==> config.mk <==
export PLATFORM = sky130hd
export DESIGN_NAME = phase_measure
export DESIGN_NICKNAME = d
export VERILOG_FILES = /design/src/rtl/phase_measure.sv
export SDC_FILE = /design/constraint.sdc
export NUM_CORES = 1
export LEC_CHECK = 0
export CORE_ASPECT_RATIO = 2
export CORE_MARGIN = 2
export CORE_UTILIZATION = 25
export CTS_BUF_LIST = sky130_fd_sc_hd__clkbuf_2 sky130_fd_sc_hd__clkbuf_4 sky130_fd_sc_hd__clkbuf_8
export DETAILED_ROUTE_END_ITERATION = 10
export SYNTH_ARGS = -nofsm -noshare
export SYNTH_HDL_FRONTEND = slang
export SYNTH_SLANG_ARGS = --single-unit
==> constraint.sdc <==
create_clock -name clk -period 5.9 [get_ports clk]
set_input_delay 1.475 -clock clk [delete_from_list [all_inputs] [get_ports clk]]
set_output_delay 1.475 -clock clk [all_outputs]
set_load 0.01 [all_outputs]
==> src/rtl/phase_measure.sv <==
// phase_measure: recovers period, phase shift and high time of meas_clk
// relative to ref_clk, counted in clk cycles, and declares lock once
// successive measurements agree within TOL.
module phase_measure #(
  parameter int CNT_W      = 16,
  parameter int TOL        = 1,
  parameter int LOCK_COUNT = 4
) (
  input  logic             clk,
  input  logic             RST_N,
  input  logic             en,
  input  logic             ref_clk,
  input  logic             meas_clk,
  output logic [CNT_W-1:0] period_cnt,
  output logic [CNT_W-1:0] shift_cnt,
  output logic [CNT_W-1:0] high_cnt,
  output logic             valid,
  output logic             err,
  output logic             lock
);

  localparam int               MW       = $clog2(LOCK_COUNT + 1);
  localparam logic [MW-1:0]    LOCK_MAX = MW'(LOCK_COUNT);
  localparam logic [CNT_W-1:0] CNT_MAX  = '1;
  localparam logic [CNT_W-1:0] CNT_ONE  = CNT_W'(1);
  localparam logic [CNT_W:0]   TOL_W    = (CNT_W+1)'(TOL);

  typedef enum logic [1:0] {IDLE, ARM, MEAS} state_t;

  state_t           state;
  logic [2:0]       ref_sync;
  logic [2:0]       meas_sync;
  logic             ref_rise;
  logic             meas_rise;
  logic             meas_fall;
  logic [CNT_W-1:0] wc;
  logic [CNT_W-1:0] hc;
  logic [CNT_W-1:0] s_tmp;
  logic [CNT_W-1:0] h_tmp;
  logic             shift_seen;
  logic [MW-1:0]    mcnt;
  logic [MW-1:0]    mcnt_inc;
  logic             have_prev;
  logic [CNT_W-1:0] prev_period;
  logic [CNT_W-1:0] prev_shift;
  logic [CNT_W-1:0] shift_res;
  logic             period_ok;
  logic             shift_ok;
  logic             is_match;

  // Unsigned distance between two counts, computed one bit wider so the
  // borrow tells us which way round to negate.
  function automatic logic [CNT_W:0] abs_diff(input logic [CNT_W-1:0] a,
                                              input logic [CNT_W-1:0] b);
    logic [CNT_W:0] d;
    d = {1'b0, a} - {1'b0, b};
    return d[CNT_W] ? (~d + 1'b1) : d;
  endfunction

  // Two synchronizer flops plus one history flop per input clock.
  always_ff @(posedge clk or negedge RST_N) begin
    if (!RST_N) begin
      ref_sync  <= 3'b000;
      meas_sync <= 3'b000;
    end else begin
      ref_sync  <= {ref_sync[1:0], ref_clk};
      meas_sync <= {meas_sync[1:0], meas_clk};
    end
  end

  assign ref_rise  = ref_sync[1] & ~ref_sync[2];
  assign meas_rise = meas_sync[1] & ~meas_sync[2];
  assign meas_fall = ~meas_sync[1] & meas_sync[2];

  // High-time counter runs free of the windows so a pulse may straddle ref edges.
  always_ff @(posedge clk or negedge RST_N) begin
    if (!RST_N) begin
      hc    <= '0;
      h_tmp <= '0;
    end else begin
      if (meas_rise)
        hc <= CNT_ONE;
      else if (hc != CNT_MAX)
        hc <= hc + CNT_ONE;
      if (meas_fall)
        h_tmp <= hc;
    end
  end

  assign shift_res = shift_seen ? s_tmp : '0;
  assign period_ok = abs_diff(wc, prev_period) <= TOL_W;
  assign shift_ok  = abs_diff(shift_res, prev_shift) <= TOL_W;
  assign is_match  = have_prev && shift_seen && period_ok && shift_ok;
  assign mcnt_inc  = (mcnt == LOCK_MAX) ? LOCK_MAX : mcnt + MW'(1);

  // Window FSM: counts ref periods, captures shift, publishes results and tracks lock.
  always_ff @(posedge clk or negedge RST_N) begin
    if (!RST_N) begin
      state       <= IDLE;
      wc          <= '0;
      s_tmp       <= '0;
      shift_seen  <= 1'b0;
      mcnt        <= '0;
      have_prev   <= 1'b0;
      prev_period <= '0;
      prev_shift  <= '0;
      period_cnt  <= '0;
      shift_cnt   <= '0;
      high_cnt    <= '0;
      valid       <= 1'b0;
      err         <= 1'b0;
      lock        <= 1'b0;
    end else if (!en) begin
      state     <= IDLE;
      valid     <= 1'b0;
      lock      <= 1'b0;
      mcnt      <= '0;
      have_prev <= 1'b0;
    end else begin
      valid <= 1'b0;
      case (state)
        IDLE: begin
          state     <= ARM;
          have_prev <= 1'b0;
        end
        ARM: begin
          if (ref_rise) begin
            state      <= MEAS;
            wc         <= CNT_ONE;
            shift_seen <= meas_rise;
            s_tmp      <= '0;
          end
        end
        MEAS: begin
          if (ref_rise) begin
            period_cnt  <= wc;
            shift_cnt   <= shift_res;
            high_cnt    <= h_tmp;
            err         <= !shift_seen;
            valid       <= 1'b1;
            prev_period <= wc;
            prev_shift  <= shift_res;
            have_prev   <= 1'b1;
            if (is_match) begin
              mcnt <= mcnt_inc;
              lock <= (mcnt_inc == LOCK_MAX);
            end else begin
              mcnt <= '0;
              lock <= 1'b0;
            end
            wc         <= CNT_ONE;
            shift_seen <= meas_rise;
            s_tmp      <= '0;
          end else if (wc == CNT_MAX) begin
            valid       <= 1'b1;
            err         <= 1'b1;
            period_cnt  <= CNT_MAX;
            lock        <= 1'b0;
            mcnt        <= '0;
            prev_period <= CNT_MAX;
            prev_shift  <= shift_cnt;
            have_prev   <= 1'b0;
            state       <= ARM;
          end else begin
            wc <= wc + CNT_ONE;
            if (meas_rise && !shift_seen) begin
              shift_seen <= 1'b1;
              s_tmp      <= wc;
            end
          end
        end
        default: state <= IDLE;
      endcase
    end
  end

endmodule

After elaboration in Yosys (flattened, before gate mapping):

Index checks and enable logic that the tools add are counted.

* $add $sub $neg: 7
* order comparisons: 2
* equality and inequality tests: 16
* mux-type cells: 48
* bitwise operators: 8
* reductions and logical operators: 16

Operator list (count)
* two-way mux 16 bit: 14
* one-hot mux 16 bit (2 select lines): 2
* adder 17 x 1 -> 17 bit, second input constant: 2
* <= comparator 17 x 1 -> 1 bit, second input constant: 2
* two-way mux 17 bit: 2
* NOT 17 bit: 2
* subtractor 16 x 16 -> 17 bit: 2
* adder 16 x 1 -> 16 bit, second input constant: 2
* two-way mux 3 bit: 6
* two-way mux 1 bit: 17
* equality test 16 bit, second input constant: 1
* inequality test 16 bit, second input constant: 1
* inequality test 3 bit, second input constant: 5
* AND reduction 3 bit: 3
* two-way mux 2 bit: 4
* equality test 3 bit, second input constant: 2
* inequality test 3 x 1 -> 1 bit, second input constant: 2
* one-hot mux 2 bit (3 select lines): 1
* nonzero test 2 bit: 3
* AND reduction 5 bit: 1
* logical AND 1 bit: 4
* inequality test 4 bit, second input constant: 1
* one-hot mux 1 bit (2 select lines): 2
* AND reduction 2 bit: 2
* other kinds (10): 14

* register bits after elaboration: 144
* bits of input ports: 5
* output and inout bits: 51
* logic and storage cells: 114

Logic depth before layout (Yosys ltp):

Gate-level depths: netlist of run 1.

* depth after elaboration: 11
* mapped depth: 17
* depth with buffers taken out: 16

Worst setup path after synthesis of run 1:

OpenSTA, ideal clock, no wires.

* path type: register to register
* from: register shift_seen
* to: register mcnt[1]
* setup time: 0.095 ns
* arrival: 3.600 ns
* required time: 5.805 ns
* setup slack: 2.204 ns
* cell stages (with the launch flop): 17
* buffers on the path: 3
* period minus slack after synthesis: 3.696 ns
* cell sequence: dfrtp_1 > clkbuf_1 > buf_1 > nand2_1 > inv_1 > ha_1 > buf_2 > a21oi_1 > nor4b_1 > o31a_2 > nand4_4 > or3_4 > a32oi_1 > o221ai_1 > and4b_1 > nand4_2 > o31ai_1

* word-level cells in the longest chain between the ends: 11
* elaborated cells on any way between the ends: 13
* classes of those cells: add/sub: 2; order compare: 1; mux: 6; bitwise: 1; reduce/logical: 3

Ends and longest elaborated chain
* from (decl): line 40 `logic shift_seen;`
* from (signal assigned): line 130 `shift_seen <= meas_rise;`
* from (signal assigned): line 152 `shift_seen <= meas_rise;`
* two-way mux 16 bit (*): line 90 `assign shift_res = shift_seen ? s_tmp : '0;`
* via shift_res[6]: line 46 `logic [CNT_W-1:0] shift_res;`
* subtractor 16 x 16 -> 17 bit (*): line 56 `d = {1'b0, a} - {1'b0, b};`
* NOT 17 bit: line 57 `return d[CNT_W] ? (~d + 1'b1) : d;`
* adder 17 x 1 -> 17 bit: line 57
* two-way mux 17 bit (*): line 57
* <= comparator 17 x 1 -> 1 bit (*): line 92 `assign shift_ok = abs_diff(shift_res, prev_shift) <= TOL_W;`
* logical AND 1 bit (*): line 93 `assign is_match = have_prev && shift_seen && period_ok && shift_ok;`
* two-way mux 3 bit (*): line 144 `if (is_match) begin`
* two-way mux 3 bit (*): line 135 `if (ref_rise) begin`
* two-way mux 3 bit (*): line 121 `case (state)`
* two-way mux 3 bit (*): line 113 `end else if (!en) begin`
* to (signal assigned): line 145 `mcnt <= mcnt_inc;`
* to (decl): line 41 `logic [MW-1:0] mcnt;`

Mark *: on every way through the listed nets, which the timed path passes. The rest lies on a longest branch. The select of a mux whose other input is x is not followed.
A chain may end at the register's enable or synchronous reset.

Final worst setup path of run 1:

* from: register shift_seen
* to: register mcnt[0]

* word-level cells in the longest chain between the ends: 11
* elaborated cells on any way between the ends: 13
* classes of those cells: add/sub: 2; order compare: 1; mux: 6; bitwise: 1; reduce/logical: 3

Ends and longest elaborated chain (line)
* two-way mux 16 bit: 90
* subtractor 16 x 16 -> 17 bit: 56
* NOT 17 bit: 57
* adder 17 x 1 -> 17 bit: 57
* two-way mux 17 bit: 57
* <= comparator 17 x 1 -> 1 bit: 92
* logical AND 1 bit (*): 93
* two-way mux 3 bit (*): 144
* two-way mux 3 bit (*): 135
* two-way mux 3 bit (*): 121
* two-way mux 3 bit (*): 113

Every way passes the cells marked *; elsewhere a longest branch is shown, timed or not. The select of a mux whose other input is x is not followed.

==> results of run 1 <==
==> sequential cells by signal (all words and copies together), names as in the netlist, 2 cells and up <==
signal / cells
h_tmp: 16
hc: 16
high_cnt: 16
mcnt: 3
meas_sync: 3
prev_period: 16
prev_shift: 16
ref_sync: 3
s_tmp: 16
shift_cnt: 16
state: 2
wc: 16
==> synth_stat cells (3+ instances only) <==
| cell | count | area, µm² |
|---|---|---|
| nand3_1 | 30 | 150 |
| nor2_1 | 92 | 345 |
| clkbuf_1 | 29 | 109 |
| and4_1 | 5 | 43.8 |
| nand2_1 | 177 | 664 |
| o211ai_1 | 9 | 67.6 |
| a21oi_1 | 71 | 355 |
| a21o_1 | 14 | 105 |
| ha_1 | 38 | 475 |
| dfrtp_1 | 144 | 3600 |
| nor3_1 | 18 | 90.1 |
| nand4_1 | 5 | 31.3 |
| a31oi_1 | 9 | 56.3 |
| o21ai_0 | 84 | 420 |
| xnor2_1 | 14 | 123 |
| and3_1 | 14 | 87.6 |
| inv_1 | 62 | 233 |
| o2111ai_1 | 5 | 43.8 |
| o21ai_1 | 8 | 40.0 |
| or3_4 | 3 | 33.8 |
| or4b_1 | 3 | 30.0 |
| xor2_1 | 14 | 123 |
| nor2b_1 | 14 | 87.6 |
| a211oi_1 | 18 | 135 |
| o21a_1 | 4 | 30.0 |
| mux2i_1 | 6 | 60.1 |
| a311o_1 | 3 | 30.0 |
| o31ai_1 | 12 | 90.1 |
| and4b_1 | 4 | 40.0 |
| a31o_2 | 3 | 26.3 |
| o2bb2ai_1 | 3 | 26.3 |
| o21bai_1 | 5 | 37.5 |
| mux2_2 | 16 | 180 |
| nand2b_1 | 12 | 75.1 |
| nor4_1 | 9 | 56.3 |
| a21boi_0 | 5 | 37.5 |
| or3_1 | 4 | 25.0 |
| buf_2 | 6 | 30.0 |
| and2_1 | 8 | 50.1 |
| o211a_1 | 3 | 30.0 |
==> final cells by class <==
cell class / count / share of cell area
clock inverters: 12 / 0.0140
well taps: 454 / 0.0537
diodes: 1 / 0.000237
inverters: 64 / 0.0227
repair buffers: 62 / 0.0571
flip-flops and latches: 144 / 0.341
clock buffers: 20 / 0.0260
multi-input cells: 812 / 0.486
==> critical path: stages, from the launching register on <==
cell and delay (ns):
dfrtp_1 0.63, nand2_1 0.21, ha_1 0.20, inv_1 0.06
fa_1 0.44, a211oi_2 0.36, o31ai_4 0.14, o21ai_1 0.23
xor2_2 0.39, and4_1 0.34, nor4b_2 0.39, nor2_1 0.11
o2bb2ai_1 0.15, and4b_1 0.29, nand4_2 0.13, o31ai_1 0.23
==> kinds of logic after synthesis <==
family	after synthesis	synth area share
simple gates	420	0.223
compound gates	300	0.225
flops	144	0.394
buf+inv	103	0.0451
fa+ha+maj	40	0.0564
xor+xnor	30	0.0304
mux	22	0.0263
==> layer usage <==
| metal | up-vias | global-route usage | wire length (µm) |
|---|---|---|---|
| li1 | 3859 | - | - |
| met4 | 0 | 0.0789 | 1260 |
| met1 | 3915 | 0.136 | 9500 |
| met2 | 152 | 0.300 | 16100 |
| met5 | - | 0 | 0 |
| met3 | 61 | 0.0211 | 654 |
==> power by group <==
group	internal [W]	leakage [nW]	switching (W)
combinational	0.000273	2.73	0.000424
clock	0.000420	0.214	0.000438
sequential	0.00106	1.86	0.0000606
total	0.00176	4.80	0.000923
==> cell usage in the layout, fill, tap and decap left out, types with 6 or more instances in the layout <==
cell / instances
nand2_1: 177
dfrtp_1: 144
nor2_1: 92
o21ai_0: 84
a21oi_1: 71
inv_1: 62
clkdlybuf4s50_1: 54
ha_1: 38
nand3_1: 29
clkbuf_8: 20
nor3_1: 18
a211oi_1: 18
mux2_2: 16
and3_1: 14
nor2b_1: 14
a21o_1: 14
xor2_1: 14
xnor2_1: 14
nand2b_1: 12
o31ai_1: 12
nor4_1: 9
a31oi_1: 9
o211ai_1: 9
o21ai_1: 8
and2_1: 8
buf_4: 7
mux2i_1: 6
==> stage by stage <==
stage	power (W)	area (µm²)	utilization	cells
6_report	0.00268	10600	0.291	1569
2_1_floorplan	0.00162	9150	-	1059
4_1_cts	0.00270	10600	0.291	1568
5_1_grt	0.00283	10600	0.291	1569
3_3_place_gp	0.00183	10200	0.280	1536
3_5_place_dp	0.00184	10200	0.280	1536
==> path summary, 6_finish.rpt <==
check / endpoint / slack (ns) / cells after the start
worst max register to register: mcnt[0] / 1.50 / 15
min in group asynchronous: prev_period[11] / 0.93 / 1
max in group asynchronous: high_cnt[6] / 3.91 / 2
worst min register to register: meas_sync[1] / 0.36 / 0
worst max-delay path: mcnt[0] / 1.50 / 15
worst min-delay path: meas_sync[1] / 0.36 / 0
==> results by group, run 1 <==
Placed design
  • Place WS: 1.55 ns
  • Port-buffer cells: 55
  • RePlAce Congestion: 0.892
  • Hpwl dp: 21,200 µm

Global routing
  • GRT Util Overall: 0.147
  • Largest net degree at the start of global routing: 61
  • Gr ovfl total: 0
  • Vias in the first global route: 8,218
  • First-pass GRT wire length: 44,300 µm
  • Initial antenna violation count: 1

STA
  • Rel. slew slack: 0.149
  • Final Hold Vio Count: 0
  • Crit share post-route: 0.746
  • Clk_skew: 0.0156 ns
  • Setup-failing EPs final: 0
  • Final slew viol count: 0
  • Fmax achieved: 227 MHz
  • Setup WS post-layout: 1.50 ns
  • Setup TNS: 0 ns
  • Slew @ Worst Pin: 1.27 ns
  • RSZ-0062 raised after global routing: no
  • Fin Hold WS: 0.356 ns
  • Final Critical Period: 4.40 ns

Synth
  • Unique cell type count in the Yosys netlist: 94
  • Instance count of the mapped netlist: 1,059
  • Ys async rst share: 1.00
  • Syn Nets: 1,104
  • Sequential share of the synthesized area: 0.394
  • Flops & latches, synth: 144
  • Ys flop type: dfrtp_1
  • EDFF count, synth: 0
  • Yosys warning count: 0
  • Syn avg cell area: 8.64 µm²
  • Post-synthesis cell area: 9150 µm²

Die
  • Row count: 99
  • Initial core utilization: 0.252
  • Die width: 139 µm
  • I/O Pins: 56
  • Die footprint: 38,200 µm²
  • Core Region: 36,300 µm²
  • Die Span Y: 275 µm

Finish
  • Fin nets: 1,146
  • Register area: 3600 µm²
  • Final-layout fill cell count: 3,830
  • Multi-input logic area: 5130 µm²
  • Ratio of cells with drive above 1 in the final layout: 0.0844
  • Area delta synth->final: 15.6%

Route
  • Vias per cell: 5.09
  • Drt first-iter violations: 398
  • Antenna-violating nets left: 0
  • Routed wire per std cell: 17.6 µm
  • Via count: 7,987
  • Final WL: 27,600 µm
  • # DRC: 0
  • DRT Pass-1 Iters: 5

Clock tree
  • Post-CTS sizing: 0
  • Root Buffer: clkbuf_8
  • H-tree Lvls: 4
  • Sink Count: 144
  • CTS tree: done
  • Clock Latency Late Sink: 0.49 ns
  • Clock slew seen by the registers of the worst setup and hold paths: 0.09 ns
  • CTS buffer count: 17
  • CTS max path bufs: 2
  • Setup bufs post-CTS: 0
  • Hold-fix buffers at CTS: 0

Setup path
  • Critical path class: flip-flop to flip-flop
  • Endpoint class of the critical path: flip-flop
  • Max FO, Critical Path: 20
  • Req. time, crit path: 6.28 ns
  • CP startpoint kind: flip-flop
  • Reg-to-Reg Start: shift_seen
  • Arrival @ worst endpoint: 4.78 ns
  • Worst Setup SP: shift_seen

Hold path
  • Worst hold path class: flip-flop to flip-flop
  • Hold path start: meas_sync[0]

Power
  • Max VDD drop: 0.215 mV
  • Cell Pwr Density: 253 nW/µm²
  • Leak: 4.80 nW

Flow run
  • Max-cap viol count: 0

Status
  • Status: finished clean
Power figures use the tool's default switching activity.
==> run 2, diff against run 1 <==
Clock period 5.9 ns to 4.4 ns, I/O delays scaled along.
==> results by group, run 2 (synthesis gave the netlist of run 1 again) <==
Status
  • Status: finished clean

Setup path
  • Setup slack, reg-to-reg: 0.31 ns (-1.19 ns)
  • Arrival @ worst endpoint: 4.52 ns (-0.26 ns)
  • Critical path class: flip-flop to flip-flop
  • Max FO, Critical Path: 11 (-45%)
  • Req. time, crit path: 4.83 ns (-1.45 ns)
  • R2R depth: 16 (+1)
  • Endpoint class of the critical path: flip-flop
  • CP startpoint kind: flip-flop

Route
  • # DRC: 0 (unchanged)
  • Routed wire per std cell: 17.7 µm (+1.0%)
  • Drt first-iter violations: 384 (-3.5%)
  • Vias per cell: 5.08 (-0.28%)
  • DRT Pass-1 Iters: 6 (+1)
  • Via count: 8,046 (+0.74%)
  • Antenna-violating nets left: 0 (unchanged)
  • Final WL: 28,100 µm (+2.0%)

Global routing
  • GRT Util Overall: 0.149 (+0.00184)
  • Gr ovfl total: 0 (unchanged)
  • First-pass GRT wire length: 44,400 µm (+0.20%)
  • Vias in the first global route: 8,203 (-0.18%)
  • Initial antenna violation count: 1 (unchanged)
  • Largest net degree at the start of global routing: 79 (+30%)

Finish
  • Fin nets: 1,162 (+1.4%)
  • Area delta synth->final: 16.9%
  • Finished Layout Cells: 1,585 (+1.0%)
  • Most common cell after layout, fill and taps aside: nand2_1
  • Most frequent cells in the layout: 177 x nand2_1, 144 x dfrtp_1, 91 x nor2_1
  • Ratio of cells with drive above 1 in the final layout: 0.100 (+0.0156)
  • Util after Layout: 0.295 (+0.00331)

Die
  • Die Span Y: 275 µm (unchanged)
  • Die width: 139 µm (unchanged)
  • Die footprint: 38,200 µm² (unchanged)
  • I/O Pins: 56 (unchanged)
  • Row count: 99 (unchanged)
  • Core Region: 36,300 µm² (unchanged)
  • Initial core utilization: 0.252 (unchanged)

STA
  • Final Critical Period: 4.09 ns (-0.310 ns)
  • Fmax achieved: 244 MHz (+7.6%)
  • Clk_skew: 0.0149 ns (-0.000779 ns)
  • RSZ-0062 raised after global routing: no
  • Final slew viol count: 0 (unchanged)
  • Slew @ Worst Pin: 1.22 ns (-0.0476 ns)
  • Setup-failing EPs final: 0 (unchanged)
  • Crit share post-route: 0.930 (+0.184)
  • Rel. slew slack: 0.180 (+0.0318)
  • Final Hold Vio Count: 0 (unchanged)
  • Setup TNS: 0 ns (unchanged)

Flow run
  • Max-cap viol count: 0 (unchanged)

Power
  • Leak: 4.87 nW (+1.5%)
  • Max VDD drop: 0.182 mV (-15%)
  • Cell Pwr Density: 329 nW/µm² (+30%)

Hold path
  • Worst Hold Depth: 0 (unchanged)
  • Worst hold path class: flip-flop to flip-flop

Placed design
  • Hpwl dp: 21,600 µm (+2.2%)
  • Port-buffer cells: 55 (unchanged)
  • RePlAce Congestion: 0.979 (+9.7%)
  • Inst Count DP: 1,551 (+0.98%)

Clock tree
  • Sink Count: 144 (unchanged)
  • H-tree Lvls: 4 (unchanged)
  • Clock slew seen by the registers of the worst setup and hold paths: 0.09 ns (about the same)
  • Hold-fix buffers at CTS: 0 (unchanged)
  • CTS max path bufs: 2 (unchanged)
  • CTS buffer count: 17 (unchanged)
  • Clock Latency Late Sink: 0.50 ns (about the same)
  • Root Buffer: clkbuf_8
  • CTS tree: done
run 2: cell count changes in the layout (fill, tap and decap cells not counted), moves of 2 or more:
cell	delta
buf_4	+15
bufinv_16	-2
clkbuf_8	-3
clkinv_8	+2
inv_8	+2
run 2: critical path, cell delays in order (launching register included):
cell and delay, ns:
dfrtp_1 0.52, nand2_1 0.16, ha_1 0.19, inv_1 0.06, fa_1 0.45, a211oi_2 0.37
o31ai_4 0.14, nor4_1 0.24, nor4b_2 0.12, buf_4 0.17, a21oi_1 0.22, a21o_1 0.20
or4b_1 0.43, nand4bb_1 0.20, nor4_2 0.32, a31oi_1 0.12, nor2_1 0.11
run 2: metrics by stage:
stage	worst slack (ns)	power, W	cell area [µm²]	hold slack [ns]
2_1_floorplan	0.704	0.00217	9150	0.331
3_3_place_gp	0.298	0.00246	10300	0.335
3_5_place_dp	0.229	0.00248	10300	0.335
4_1_cts	0.216	0.00355	10700	0.355
5_1_grt	0.00200	0.00371	10700	0.373
6_report	0.309	0.00352	10700	0.353
run 2: final timing paths:
check | end | startpoint
min in group asynchronous | prev_period[11] | RST_N
worst max register to register | mcnt[2] | shift_seen
max in group asynchronous | hc[4] | RST_N
worst max-delay path | mcnt[2] | shift_seen
worst min-delay path | meas_sync[1] | meas_sync[0]
worst min register to register | meas_sync[1] | meas_sync[0]
run 2: area by class of cell:
type,count,area [µm²]
antenna,1,2.50
clock buffer,17,234
clock inverter,15,151
fill,3801,25600
inverter,64,240
multi-input combinational,812,5160
sequential,144,3600
tap,454,568
timing repair buffer,78,737
run 2: report_power, final:
group	total (W)	switching [W]	internal [W]
combinational	0.000965	0.000591	0.000374
clock	0.00106	0.000636	0.000420
sequential	0.00150	0.0000756	0.00143
run 2: routing by layer:
metal  GRT usage  up-vias  part of all wire
met5           0        -                 0
met4      0.0946        0             0.062
met3      0.0257       73             0.028
met2       0.298      184              0.57
met1       0.134     3902              0.34
li1            -     3887                 -
run 2: timing repair:
action                     in CTS  in global routing
setup endpoints to repair       0                  3
setup buffers                   0                  1
resized for setup               0                  6
==> RTL change 1: new RTL, settings of run 1 <==
Set the parameter `LOCK_COUNT` to 2 (it was 4).
--- a/src/rtl/phase_measure.sv
+++ b/src/rtl/phase_measure.sv
@@ -4,7 +4,7 @@
 module phase_measure #(
   parameter int CNT_W      = 16,
   parameter int TOL        = 1,
-  parameter int LOCK_COUNT = 4
+  parameter int LOCK_COUNT = 2
 ) (
   input  logic             clk,
   input  logic             RST_N,
Behaviour: same outputs for any inputs over 4 cycles, from zero or initial values and one cycle with RST_N low; that may be too few to reach the edited logic, so the function may still have changed.
==> RTL change 1 against run 1 <==
Sequential cell count down 2; synthesized area down 3.1%; worst setup slack worse by 0.20 ns; power down 0.56%; routed wire length down 4.8%; global-route usage about the same; clock power down 9.5%; hold slack worse by 0.0012 ns; final area down 3.2%.
==> RTL change 1: results (changes against run 1) <==
<table>
<tr><th>Metric</th><th>Value</th></tr>
<tr><th colspan="2">Outcome</th></tr>
<tr><td>Result of the run</td><td>complete, no violations</td></tr>
<tr><th colspan="2">Global routing</th></tr>
<tr><td>Global-route total usage across every layer</td><td>0.147 (about the same)</td></tr>
<tr><td>Met3 layer usage reported by global route</td><td>0.0180 (-0.00311)</td></tr>
<tr><td>Global-route wire length before repair</td><td>41.7 mm (-5.9%)</td></tr>
<tr><td>Met1 track demand over resource in global routing</td><td>0.141 (+0.00472)</td></tr>
<tr><td>Pin count of the biggest net entering global routing</td><td>59 (-3.3%)</td></tr>
<tr><th colspan="2">Yosys</th></tr>
<tr><td>Total nets after synthesis</td><td>1,086 (-1.6%)</td></tr>
<tr><td>Mux contribution to synthesized area</td><td>0.0316 (+0.00536)</td></tr>
<tr><td>Syn avg cell area</td><td>8.51 sq um (-1.5%)</td></tr>
<tr><td>Unique cell type count in the Yosys netlist</td><td>82 (-13%)</td></tr>
<tr><td>Compound-Gate Fraction of Synth Area</td><td>0.211 (-0.0140)</td></tr>
<tr><td>Share of the synthesized netlist area taken by xor and xnor gates</td><td>0.0336 (+0.00323)</td></tr>
<tr><th colspan="2">Worst setup path</th></tr>
<tr><td>Reg2reg setup slack</td><td>1.30 ns (-0.20 ns)</td></tr>
<tr><td>Family with the most delay on the worst path</td><td>compound AO/OA/AOI/OAI gates</td></tr>
<tr><td>Slowest cell delay on critical path</td><td>0.85 ns (+0.22 ns)</td></tr>
<tr><th colspan="2">Place</th></tr>
<tr><td>Half-perimeter wire length after placement</td><td>20.1 mm (-5.2%)</td></tr>
<tr><td>Placed cell count</td><td>1,505 (-2.0%)</td></tr>
<tr><td>Final weighted congestion in routability-driven placement</td><td>0.915 (+2.6%)</td></tr>
<tr><th colspan="2">Drt</th></tr>
<tr><td>Number of vias per cell after detailed routing</td><td>5.07 (-0.33%)</td></tr>
<tr><td>Total via count after detailed routing</td><td>7,803 (-2.3%)</td></tr>
<tr><td>Average detailed-routed wire length per instance</td><td>17.1 microns (-2.9%)</td></tr>
<tr><th colspan="2">Pwr</th></tr>
<tr><td>Worst VDD drop</td><td>163 uV (-24%)</td></tr>
<tr><td>Power in the clock group</td><td>0.777 mW (-9.5%)</td></tr>
<tr><td>Int Power</td><td>1.72 mW (-2.2%)</td></tr>
<tr><td>Part of the total power dissipated in sequential elements</td><td>0.423 (+0.004)</td></tr>
<tr><th colspan="2">Final layout</th></tr>
<tr><td>Share of layout cells above drive strength 1</td><td>0.0769 (-0.00746)</td></tr>
<tr><td>Fill cell instance count of the final layout</td><td>3,784 (-1.2%)</td></tr>
<tr><th colspan="2">Timing</th></tr>
<tr><td>Clock tree skew after final layout</td><td>0.0244 ns (+0.00878 ns)</td></tr>
<tr><td>Hold Worst Slack</td><td>0.355 ns (-0.00118 ns)</td></tr>
</table>
RTL change 1: cell types whose count changed after synthesis, sizes merged, moves of 6 or more:
cell	delta
o21ai	+12
o31ai	-8
a211oi	-9
and3	-7
a21o	-7
nor2	-12
clkbuf	+7
nand4	+10
o21a	+7
a21oi	-24
or3	+6
o22a	+11
nor2b	-7
RTL change 1: worst max-delay path by stage:
stage,cells after the start,start,endpoint
floorplan,16,shift_seen,lock
global placement,12,shift_seen,mcnt[0]
detailed placement,12,shift_seen,mcnt[0]
CTS,12,shift_seen,mcnt[0]
global route,12,shift_seen,mcnt[0]
finish,12,shift_seen,mcnt[0]
RTL change 1: layer usage:
metal	wire length (microns)	up-vias
met3	565	76
li1	-	3770
met1	9150	3794
met2	14600	163
met4	1950	0
met5	0	-
RTL change 1: kinds of logic (layout without fill, tap and decap cells):
logic type | count (synthesis) | count (layout)
fa+ha+maj | 39 | 39
compound gates | 285 | 285
flops | 142 | 142
simple gates | 405 | 405
xor+xnor | 34 | 34
other cells | 0 | 1
mux | 26 | 26
buf+inv | 111 | 161
RTL change 1: through the flow:
step	area (sq um)	util	worst slack, ns
finish	10200	0.293	1.30
global route	10200	0.293	0.914
CTS	10200	0.293	1.22
detailed placement	9850	0.282	1.23
global placement	9850	0.282	1.19
floorplan	8860	-	2.29
RTL change 1: cell type report:
| type | count | area share |
|---|---|---|
| clock inverters | 12 | 0.0112 |
| repair buffers | 63 | 0.0598 |
| multi-input cells | 789 | 0.477 |
| diodes | 1 | 0.000245 |
| well taps | 445 | 0.0544 |
| clock buffers | 20 | 0.0257 |
| flip-flops and latches | 142 | 0.347 |
| inverters | 66 | 0.0242 |
==> RTL change 2: new RTL, config.mk and constraints of run 1 <==
Without the edit above. The 3 states of `state_t` get a one-hot encoding in 3 bits.
--- a/src/rtl/phase_measure.sv
+++ b/src/rtl/phase_measure.sv
@@ -25,7 +25,7 @@
   localparam logic [CNT_W-1:0] CNT_ONE  = CNT_W'(1);
   localparam logic [CNT_W:0]   TOL_W    = (CNT_W+1)'(TOL);
 
-  typedef enum logic [1:0] {IDLE, ARM, MEAS} state_t;
+  typedef enum logic [2:0] {IDLE = 3'b001, ARM = 3'b010, MEAS = 3'b100} state_t;
 
   state_t           state;
   logic [2:0]       ref_sync;
Formal check against the unedited RTL: no difference found for any inputs over 4 cycles, from zero or initial values and one cycle with RST_N low; so few cycles prove little.
==> RTL change 2 against run 1 <==
Final area is 0.73% higher; worst setup slack got worse by 0.73 ns; critical path type unchanged; routed wire length up 0.15%; final cell count is 2.4% higher; count of clock-buffer cells in the layout fell by 3; synthesized area rose by 0.83%; critical path depth decreased by 1; sequential share of layout area about the same; sequential cell count increased by 1.
Power is not compared: it rests on default switching activity, and its combinational part moved more than twofold at a synthesized area within 25%.
==> RTL change 2: results (changes against run 1) <==
<table>
<tr><th>Metric</th><th>Value</th></tr>
<tr><th colspan="2">Final layout</th></tr>
<tr><td>Fill cell instance count of the final layout</td><td>3,948 (+3.1%)</td></tr>
<tr><td>Net count of the finished layout</td><td>1,183 (+3.2%)</td></tr>
<tr><td>Share of layout cells above drive strength 1</td><td>0.0825 (-0.00184)</td></tr>
<tr><th colspan="2">Drt</th></tr>
<tr><td>DRC violation total after the first TritonRoute iteration</td><td>406 (+2.0%)</td></tr>
<tr><td>Routed Wire Length</td><td>27.6 mm (+0.15%)</td></tr>
<tr><td>Average detailed-routed wire length per instance</td><td>17.2 microns (-2.2%)</td></tr>
<tr><th colspan="2">Yosys</th></tr>
<tr><td>Compound-Gate Fraction of Synth Area</td><td>0.217 (-0.00811)</td></tr>
<tr><td>Mux contribution to synthesized area</td><td>0.0262 (-0.0000817)</td></tr>
<tr><td>Unique cell type count in the Yosys netlist</td><td>85 (-9.6%)</td></tr>
<tr><td>List of most frequent post-synthesis cells</td><td>nand2_1, dfrtp_1, o21ai_0</td></tr>
<tr><td>Total nets after synthesis</td><td>1,147 (+3.9%)</td></tr>
<tr><td>Share of the synthesized netlist area taken by xor and xnor gates</td><td>0.0237 (-0.00663)</td></tr>
<tr><td>Dominant cells by area after synthesis</td><td>dfrtp_1, nand2_1, o21ai_0</td></tr>
<tr><th colspan="2">Worst setup path</th></tr>
<tr><td>Slowest cell delay on critical path</td><td>0.85 ns (+0.22 ns)</td></tr>
<tr><td>Data arrival, critical path</td><td>5.52 ns (+0.74 ns)</td></tr>
<tr><th colspan="2">Place</th></tr>
<tr><td>Half-perimeter wire length after placement</td><td>21.2 mm (about the same)</td></tr>
<tr><td>Final weighted congestion in routability-driven placement</td><td>0.943 (+5.7%)</td></tr>
<tr><td>Pre-CTS setup slack</td><td>0.788 ns (-0.762 ns)</td></tr>
<tr><td>Placed cell count</td><td>1,573 (+2.4%)</td></tr>
<tr><th colspan="2">Timing</th></tr>
<tr><td>Clock tree skew after final layout</td><td>0.0192 ns (+0.00352 ns)</td></tr>
<tr><td>Tightest slew margin relative to the limit</td><td>0.289 (+0.141)</td></tr>
<tr><th colspan="2">Global routing</th></tr>
<tr><td>Pin count of the biggest net entering global routing</td><td>101 (+66%)</td></tr>
<tr><td>Global-route wire length before repair</td><td>43.6 mm (-1.6%)</td></tr>
<tr><td>Global-route total usage across every layer</td><td>0.144 (-0.00249)</td></tr>
<tr><th colspan="2">Outcome</th></tr>
<tr><td>Result of the run</td><td>complete, no violations</td></tr>
</table>
-- RTL change 2: path summary, 6_finish.rpt --
check | endpoint | slack, ns | cells past startpoint
worst max-delay path | mcnt[0] | 0.77 | 14
worst min-delay path | ref_sync[1] | 0.35 | 0
worst max register to register | mcnt[0] | 0.77 | 14
worst min register to register | ref_sync[1] | 0.35 | 0
max in group asynchronous | prev_period[12] | 3.62 | 2
min in group asynchronous | meas_sync[1] | 1.06 | 1
-- RTL change 2: power groups by stage --
stage               combinational [mW]  clock (mW)  sequential (mW)
global route                      1.94       0.860             1.29
floorplan                         1.28           0             1.22
detailed placement                1.72           0             1.30
CTS                               1.73       0.824             1.28
global placement                  1.70           0             1.30
finish                            1.74       0.794             1.28
-- RTL change 2: area by class of cell --
class / instances / area, sq um / share of cell area
repair buffers: 68 / 649 / 0.0610
diodes: 1 / 2.50 / 0.000235
flip-flops and latches: 145 / 3630 / 0.341
inverters: 70 / 263 / 0.0247
multi-input cells: 836 / 5140 / 0.483
clock inverters: 15 / 165 / 0.0155
well taps: 454 / 568 / 0.0533
clock buffers: 17 / 234 / 0.0220
-- RTL change 2: cell families after synthesis --
logic type,after synthesis
compound gates,308
xor+xnor,25
fa+ha+maj,40
buf+inv,121
flops,145
mux,22
simple gates,441
-- RTL change 2: per-layer routing --
| layer | part of all wire | track usage | vias up |
|---|---|---|---|
| li1 | - | - | 4007 |
| met1 | 0.34 | 0.131 | 4003 |
| met2 | 0.57 | 0.291 | 178 |
| met3 | 0.024 | 0.0215 | 81 |
| met4 | 0.057 | 0.0913 | 0 |
| met5 | 0 | 0 | - |
-- RTL change 2: per-stage QoR --
step,utilization,instance area (sq um),power (mW)
4_1_cts,0.292,10700,3.83
2_1_floorplan,-,9220,2.50
5_1_grt,0.293,10700,4.09
6_report,0.293,10700,3.81
3_5_place_dp,0.282,10300,3.02
3_3_place_gp,0.282,10300,3.00
-- RTL change 2: worst reg2reg max path: cells and delay by family, from the launching register on --
kind            cells  cell delay (ns)
compound gates      5             0.89
fa+ha+maj           2             0.70
simple gates        6             2.46
flops               1             0.85
xor+xnor            1             0.15
